==> src/rtl/mux_pkg.sv <==
// mux_pkg: shared definitions for the scan multiplexer family.
//   mode_e        - encodings of the 2-bit mode input (11 behaves as HOLD)
//   next_enabled  - next set mask index above ptr, wrapping; ptr if mask empty
// Designs using next_enabled must have at most MAX_CH channels.
package mux_pkg;

    localparam int unsigned MAX_CH    = 64;
    localparam int unsigned MAX_SEL_W = 6;

    typedef enum logic [1:0] {
        MODE_MANUAL   = 2'b00,
        MODE_SCAN     = 2'b01,
        MODE_HOLD     = 2'b10,
        MODE_HOLD_ALT = 2'b11
    } mode_e;

    // Mask bits above the real channel count are zero, so wrapping modulo
    // MAX_CH finds the same index as wrapping modulo the channel count.
    function automatic logic [MAX_SEL_W-1:0] next_enabled(
        input logic [MAX_SEL_W-1:0] ptr,
        input logic [MAX_CH-1:0]    mask
    );
        logic [MAX_SEL_W-1:0] res;
        logic [MAX_SEL_W-1:0] idx;
        logic                 found;
        res   = ptr;
        found = 1'b0;
        for (int i = 1; i <= int'(MAX_CH); i++) begin
            idx = ptr + MAX_SEL_W'(i);
            if (!found && mask[idx]) begin
                res   = idx;
                found = 1'b1;
            end
        end
        return res;
    endfunction

endpackage

==> src/rtl/dwell_timer.sv <==
// dwell_timer: modulo-DWELL cycle counter for scan dwell.
//   clk, rst - clock, asynchronous active-high reset
//   clr      - force count to 0 (priority over hold)
//   hold     - freeze count
//   expire   - registered flag, high while the count sits at DWELL-1
module dwell_timer #(
    parameter int unsigned DWELL = 4
) (
    input  logic clk,
    input  logic rst,
    input  logic clr,
    input  logic hold,
    output logic expire
);

    localparam int unsigned CNT_W = (DWELL > 1) ? $clog2(DWELL) : 1;
    localparam logic [CNT_W-1:0] LAST = CNT_W'(DWELL - 1);

    logic [CNT_W-1:0] cnt;
    logic [CNT_W-1:0] cnt_nxt;

    // Next count: clear, hold, or advance with wrap at DWELL-1.
    always_comb begin
        cnt_nxt = cnt;
        if (clr) begin
            cnt_nxt = '0;
        end else if (!hold) begin
            cnt_nxt = (cnt == LAST) ? '0 : cnt + CNT_W'(1);
        end
    end

    // expire is computed from the next count so it is a plain flop output.
    always_ff @(posedge clk or posedge rst) begin
        if (rst) begin
            cnt    <= '0;
            expire <= 1'(DWELL == 1);
        end else begin
            cnt    <= cnt_nxt;
            expire <= (cnt_nxt == LAST);
        end
    end

endmodule

==> src/rtl/scan_mux_reg.sv <==
// scan_mux_reg: registered CHANNELS x WIDTH multiplexer with MANUAL, SCAN and
// HOLD modes and a valid/ready output stage.
//   clk, rst   - clock, asynchronous active-high reset
//   din        - packed channels, channel c at [c*WIDTH +: WIDTH]
//   sel        - manual channel select
//   mode       - 00 MANUAL, 01 SCAN, 10/11 HOLD
//   ch_mask    - channels visited in SCAN mode
//   out_data   - captured sample
//   out_ch     - channel index of out_data
//   out_valid  - out_data holds an unconsumed sample
//   out_ready  - consumer accepts the sample when out_valid is high
// CHANNELS must not exceed mux_pkg::MAX_CH.
module scan_mux_reg
    import mux_pkg::*;
#(
    parameter int unsigned WIDTH    = 8,
    parameter int unsigned CHANNELS = 8,
    parameter int unsigned DWELL    = 4,
    localparam int unsigned SEL_W   = $clog2(CHANNELS)
) (
    input  logic                      clk,
    input  logic                      rst,
    input  logic [CHANNELS*WIDTH-1:0] din,
    input  logic [SEL_W-1:0]          sel,
    input  logic [1:0]                mode,
    input  logic [CHANNELS-1:0]       ch_mask,
    output logic [WIDTH-1:0]          out_data,
    output logic [SEL_W-1:0]          out_ch,
    output logic                      out_valid,
    input  logic                      out_ready
);

    logic [WIDTH-1:0] chan [CHANNELS];
    logic [SEL_W-1:0] ptr;
    logic [SEL_W-1:0] ptr_nxt;
    logic [WIDTH-1:0] sel_data;
    logic [WIDTH-1:0] ptr_data;
    logic             ptr_en;
    logic             expire;
    logic             slot_free;
    logic             is_scan;
    logic             is_manual;
    logic             mask_any;
    logic             scan_exp;
    logic             capture;
    logic             advance;
    logic             tmr_hold;
    logic [WIDTH-1:0] cap_data;
    logic [SEL_W-1:0] cap_ch;

    for (genvar g = 0; g < int'(CHANNELS); g++) begin : g_chan
        assign chan[g] = din[g*WIDTH +: WIDTH];
    end

    // Channel lookups; an out-of-range sel yields zero data.
    always_comb begin
        sel_data = '0;
        ptr_data = '0;
        ptr_en   = 1'b0;
        for (int unsigned c = 0; c < CHANNELS; c++) begin
            if (sel == SEL_W'(c)) begin
                sel_data = chan[c];
            end
            if (ptr == SEL_W'(c)) begin
                ptr_data = chan[c];
                ptr_en   = ch_mask[c];
            end
        end
    end

    assign ptr_nxt = SEL_W'(next_enabled(MAX_SEL_W'(ptr), MAX_CH'(ch_mask)));

    // Capture / advance decisions for this edge.
    always_comb begin
        slot_free = !out_valid || out_ready;
        is_scan   = (mode == MODE_SCAN);
        is_manual = (mode == MODE_MANUAL);
        mask_any  = |ch_mask;
        scan_exp  = is_scan && mask_any && expire;
        capture   = slot_free && (is_manual || (scan_exp && ptr_en));
        // A disabled channel is skipped even while the output is stalled.
        advance   = scan_exp && (!ptr_en || slot_free);
        // Freeze the dwell on an empty mask or while a due capture waits.
        tmr_hold  = is_scan && (!mask_any || (expire && ptr_en && !slot_free));
        cap_data  = is_manual ? sel_data : ptr_data;
        cap_ch    = is_manual ? sel : ptr;
    end

    // Outside SCAN the counter is parked at 0, so entering SCAN starts a
    // fresh dwell and leaving it discards the partial one.
    dwell_timer #(
        .DWELL (DWELL)
    ) u_dwell_timer (
        .clk    (clk),
        .rst    (rst),
        .clr    (!is_scan),
        .hold   (tmr_hold),
        .expire (expire)
    );

    // Output register, handshake and scan pointer.
    always_ff @(posedge clk or posedge rst) begin
        if (rst) begin
            out_data  <= '0;
            out_ch    <= '0;
            out_valid <= 1'b0;
            ptr       <= '0;
        end else begin
            if (capture) begin
                out_data  <= cap_data;
                out_ch    <= cap_ch;
                out_valid <= 1'b1;
            end else if (slot_free) begin
                out_valid <= 1'b0;
            end
            if (advance) begin
                ptr <= ptr_nxt;
            end
        end
    end

endmodule

==> config.mk <==
export PLATFORM = sky130hd
export DESIGN_NAME = scan_mux_reg
export DESIGN_NICKNAME = d
export VERILOG_FILES = /design/src/rtl/mux_pkg.sv /design/src/rtl/dwell_timer.sv /design/src/rtl/scan_mux_reg.sv
export SDC_FILE = /design/constraint.sdc
export NUM_CORES = 1
export LEC_CHECK = 0
export BUFFER_PORTS_ARGS = -buffer_cell sky130_fd_sc_hd__buf_4
export CAP_MARGIN = 0
export CORE_UTILIZATION = 40
export CTS_CLUSTER_SIZE = 40
export DETAILED_ROUTE_END_ITERATION = 12
export SLEW_MARGIN = 20
export SYNTH_ARGS = -nofsm -noshare
export SYNTH_HDL_FRONTEND = slang
export SYNTH_HIERARCHICAL = 1
export SYNTH_SLANG_ARGS = --single-unit
export TNS_END_PERCENT = 5
==> constraint.sdc <==
create_clock -name clk -period 7.9 [get_ports clk]
set_clock_uncertainty 0.15 [all_clocks]
set_input_delay 1.185 -clock clk [delete_from_list [all_inputs] [get_ports clk]]
set_output_delay 1.185 -clock clk [all_outputs]
set_load 0.01 [all_outputs]
==> key figures <==
Route
  • Via/cell ratio: 6.55
  • DR DRC count: 0
  • Total number of vias: 4258
  • Starting DRT DRC Count: 222
  • Pre-antenna DRT Iters: 5
  • Routed length per instance: 20.3 um
  • Final WL: 13200 um
  • Final ANT Viol Nets: 0

Floorplan
  • Die Footprint: 9250 um^2
  • Core ar.: 8380 um^2
  • FP Rows: 33
  • Chip width: 96.2 um
  • Overall die height: 96.2 um
  • Initial core utilization: 42.3%
  • I/O pin count: 92

Global route
  • Gr busiest metal: met2
  • First-pass GRT wire length: 20900 um
  • Met3 Resource Use GR: 4.42%
  • Gr ovfl total: 0
  • Initial antenna violation count: 0
  • GRT Total Usage: 29.0%
  • Pin count of the biggest net entering global routing: 28
  • M2 GR Usage: 49.8%
  • M1 GR Usage: 37.5%
  • Vias in the first global route: 4005

Critical path
  • Max stage delay on crit path: 840 ps
  • CP Capture Type: flip-flop
  • Worst path arrival time: 4910 ps
  • Worst-path maximum fanout: 23
  • WP buf/inv: 1
  • Worst-path cell chain: clkinv_1 > ha_1 > nand2b_1 > o22ai_2 > o32ai_1 > or4b_4 > nor4_1 > nor3_2 > nand2_1 > a2111oi_1 > xnor2_1
  • CP startpoint kind: flip-flop
  • Critical path type: flip-flop to flip-flop
  • Req. time, crit path: 7930 ps
  • Slowest stage cell on the critical path: dfrtp_1
  • Top delay family on crit path: compound AO/OA/AOI/OAI gates

Layout
  • # diodes: 0
  • Nets@finish: 641
  • Synthesis-to-layout area growth: 20.9%
  • Layout cell share with drive strength beyond 1: 24.4%
  • Fin util: 51.2%

Synthesis
  • Syn nets: 577
  • Post-synth EDFFs: 0
  • Register area share after synthesis: 12.7%
  • Post-Syn Area: 3550 um^2
  • Syn avg cell area: 7.36 um^2
  • YS warnings: 6
  • Ys async rst share: 100%
  • Primary FF master, synth: dfrtp_1
  • Mapped Cells: 482
  • Flops & latches, synth: 18
  • Yosys cell types: 76

Power
  • PD cells: 365 nW/um^2
  • Leakage power: 0.00179 uW
  • Combinational share of power: 84.6%
  • Clock share of power: 4.8%
  • Switch Pwr: 853 uW
  • Max IR drop VDD: 225 uV
  • Switching share of power: 54.5%
  • Sequential Power Share: 10.6%
  • Pint: 712 uW

Status
  • Status: finished clean

Timing
  • Setup Total Neg Slack: 0 ps
  • Slew Viols, Final: 0
  • Worst slew pin tran: 1050 ps
  • Final Cycle Share: 61.8%
  • Fmax: 205 MHz
  • Final setup fails: 0
  • Slew HR: 30.1%
  • Final hold violation count: 0
  • RSZ-0062 raised after global routing: no
  • Period minus WS final: 4880 ps

Place
  • DP HPWL: 10200 um
  • Port-buffer cells: 91
  • Routability Congestion: 0.977

Clock tree
  • Htree depth: 1
  • CTS tree: done
  • TritonCTS Buffers: 3
  • Clk buf depth: 2
  • Clk Latency, worst-skew pair: 250 ps
  • CTS Hold Bufs: 0
  • CTS clk-pin slew, worst paths: 70 ps
  • Clock sinks: 18
  • Root Buffer: clkbuf_8
  • # Post-CTS Setup Buffers: 0
  • Resized cells post-CTS: 0

Min path
  • HP Class: flip-flop to flip-flop

Run
  • Max cap viols: 0
==> cells in the final DEF (no fill, tap or decap), types with 12 or more instances in the layout <==
cell / n
buf_4: 94
nand2_1: 51
a21oi_1: 42
o21ai_0: 32
nor2_1: 31
o22ai_1: 22
dfrtp_1: 18
mux2i_1: 17
a221oi_1: 15
ha_1: 15
nor3_1: 13
nor2b_1: 13
inv_1: 12
mux2_2: 12
==> synthesized netlist by cell type (5+ instances only) <==
cell type | n | area, um^2
mux2_2 | 12 | 135
clkbuf_1 | 23 | 86.3
mux2i_1 | 17 | 170
o21ai_0 | 32 | 160
nor2b_1 | 13 | 81.3
nor2_1 | 31 | 116
ha_1 | 15 | 188
and2_1 | 5 | 31.3
o22ai_1 | 22 | 138
a211oi_1 | 10 | 75.1
nand3_1 | 6 | 30.0
mux4_2 | 6 | 135
a21o_1 | 8 | 60.1
o211ai_1 | 11 | 82.6
nor4_1 | 7 | 43.8
dfrtp_1 | 18 | 450
a22oi_1 | 9 | 67.6
a21oi_1 | 42 | 210
and3_1 | 6 | 37.5
nand2_1 | 51 | 191
mux2_1 | 7 | 78.8
a221oi_1 | 15 | 131
nor3_1 | 13 | 65.1
nand2b_1 | 7 | 43.8
buf_2 | 5 | 25.0
inv_1 | 12 | 45.0
==> cells by family (layout without fill, tap and decap cells) <==
kind of cell	Yosys count	in the layout	synth area share, %
compound gates	188	188	35.7
xor+xnor	1	1	0.247
fa+ha+maj	15	15	5.29
buf+inv	49	112	5.89
flops	18	18	12.7
mux	42	42	14.6
simple gates	169	169	25.5
==> layer usage <==
layer  share of wire, %  vias to the layer above
li1                   -                     1987
met1                 42                     2039
met2                 48                      213
met3                8.2                       19
met4                1.6                        0
met5                  0                        -
==> state kept, by name, indices dropped and copies added (netlist names) <==
name	flops
ptr	3
u_dwell_timer/expire	1
out_ch	3
out_valid	1
u_dwell_timer/cnt	2
out_data	8
==> stage by stage <==
stage / worst slack (ps) / instance area [um^2] / total power [uW] / cells / hold slack, ps
after floorplan: 4000 / 3550 / 1120 / 482 / 367
after global placement: 3170 / 4230 / 1470 / 646 / 345
after detailed placement: 3060 / 4230 / 1460 / 646 / 356
after CTS: 3030 / 4280 / 1550 / 650 / 371
after global routing: 2620 / 4290 / 1700 / 650 / 387
final: 3020 / 4290 / 1570 / 650 / 366
==> worst paths after layout <==
kind	startpoint	to	slack [ps]	cells after the start
setup / recovery	ptr[2]$_DFFE_PP0P_	ptr[0]$_DFFE_PP0P_	3020	11
setup reg to reg	ptr[2]$_DFFE_PP0P_	ptr[0]$_DFFE_PP0P_	3020	11
min in group asynchronous	rst	u_dwell_timer/cnt[1]$_DFF_PP0_	650	2
hold / removal	out_data[7]$_DFFE_PP0P_	out_data[7]$_DFFE_PP0P_	370	1
max in group asynchronous	rst	out_data[1]$_DFFE_PP0P_	6350	2
hold reg to reg	out_data[7]$_DFFE_PP0P_	out_data[7]$_DFFE_PP0P_	370	1
==> final cells by class <==
cell class	count	area [um^2]
Fill cell	851	4090
Multi-Input combinational cell	415	2890
Timing Repair Buffer	94	706
Sequential cell	18	450
Tap cell	105	131
Clock buffer	4	55.1
Inverter	14	52.6
==> power groups by stage <==
stage          Clock, uW  Sequential, uW  Combinational (uW)
5_1_grt             81.1             173                1440
6_report            75.8             166                1320
3_5_place_dp           0             168                1300
4_1_cts             77.1             166                1310
3_3_place_gp           0             166                1300
2_1_floorplan          0             160                 964
(Power assumes the default switching activity.)
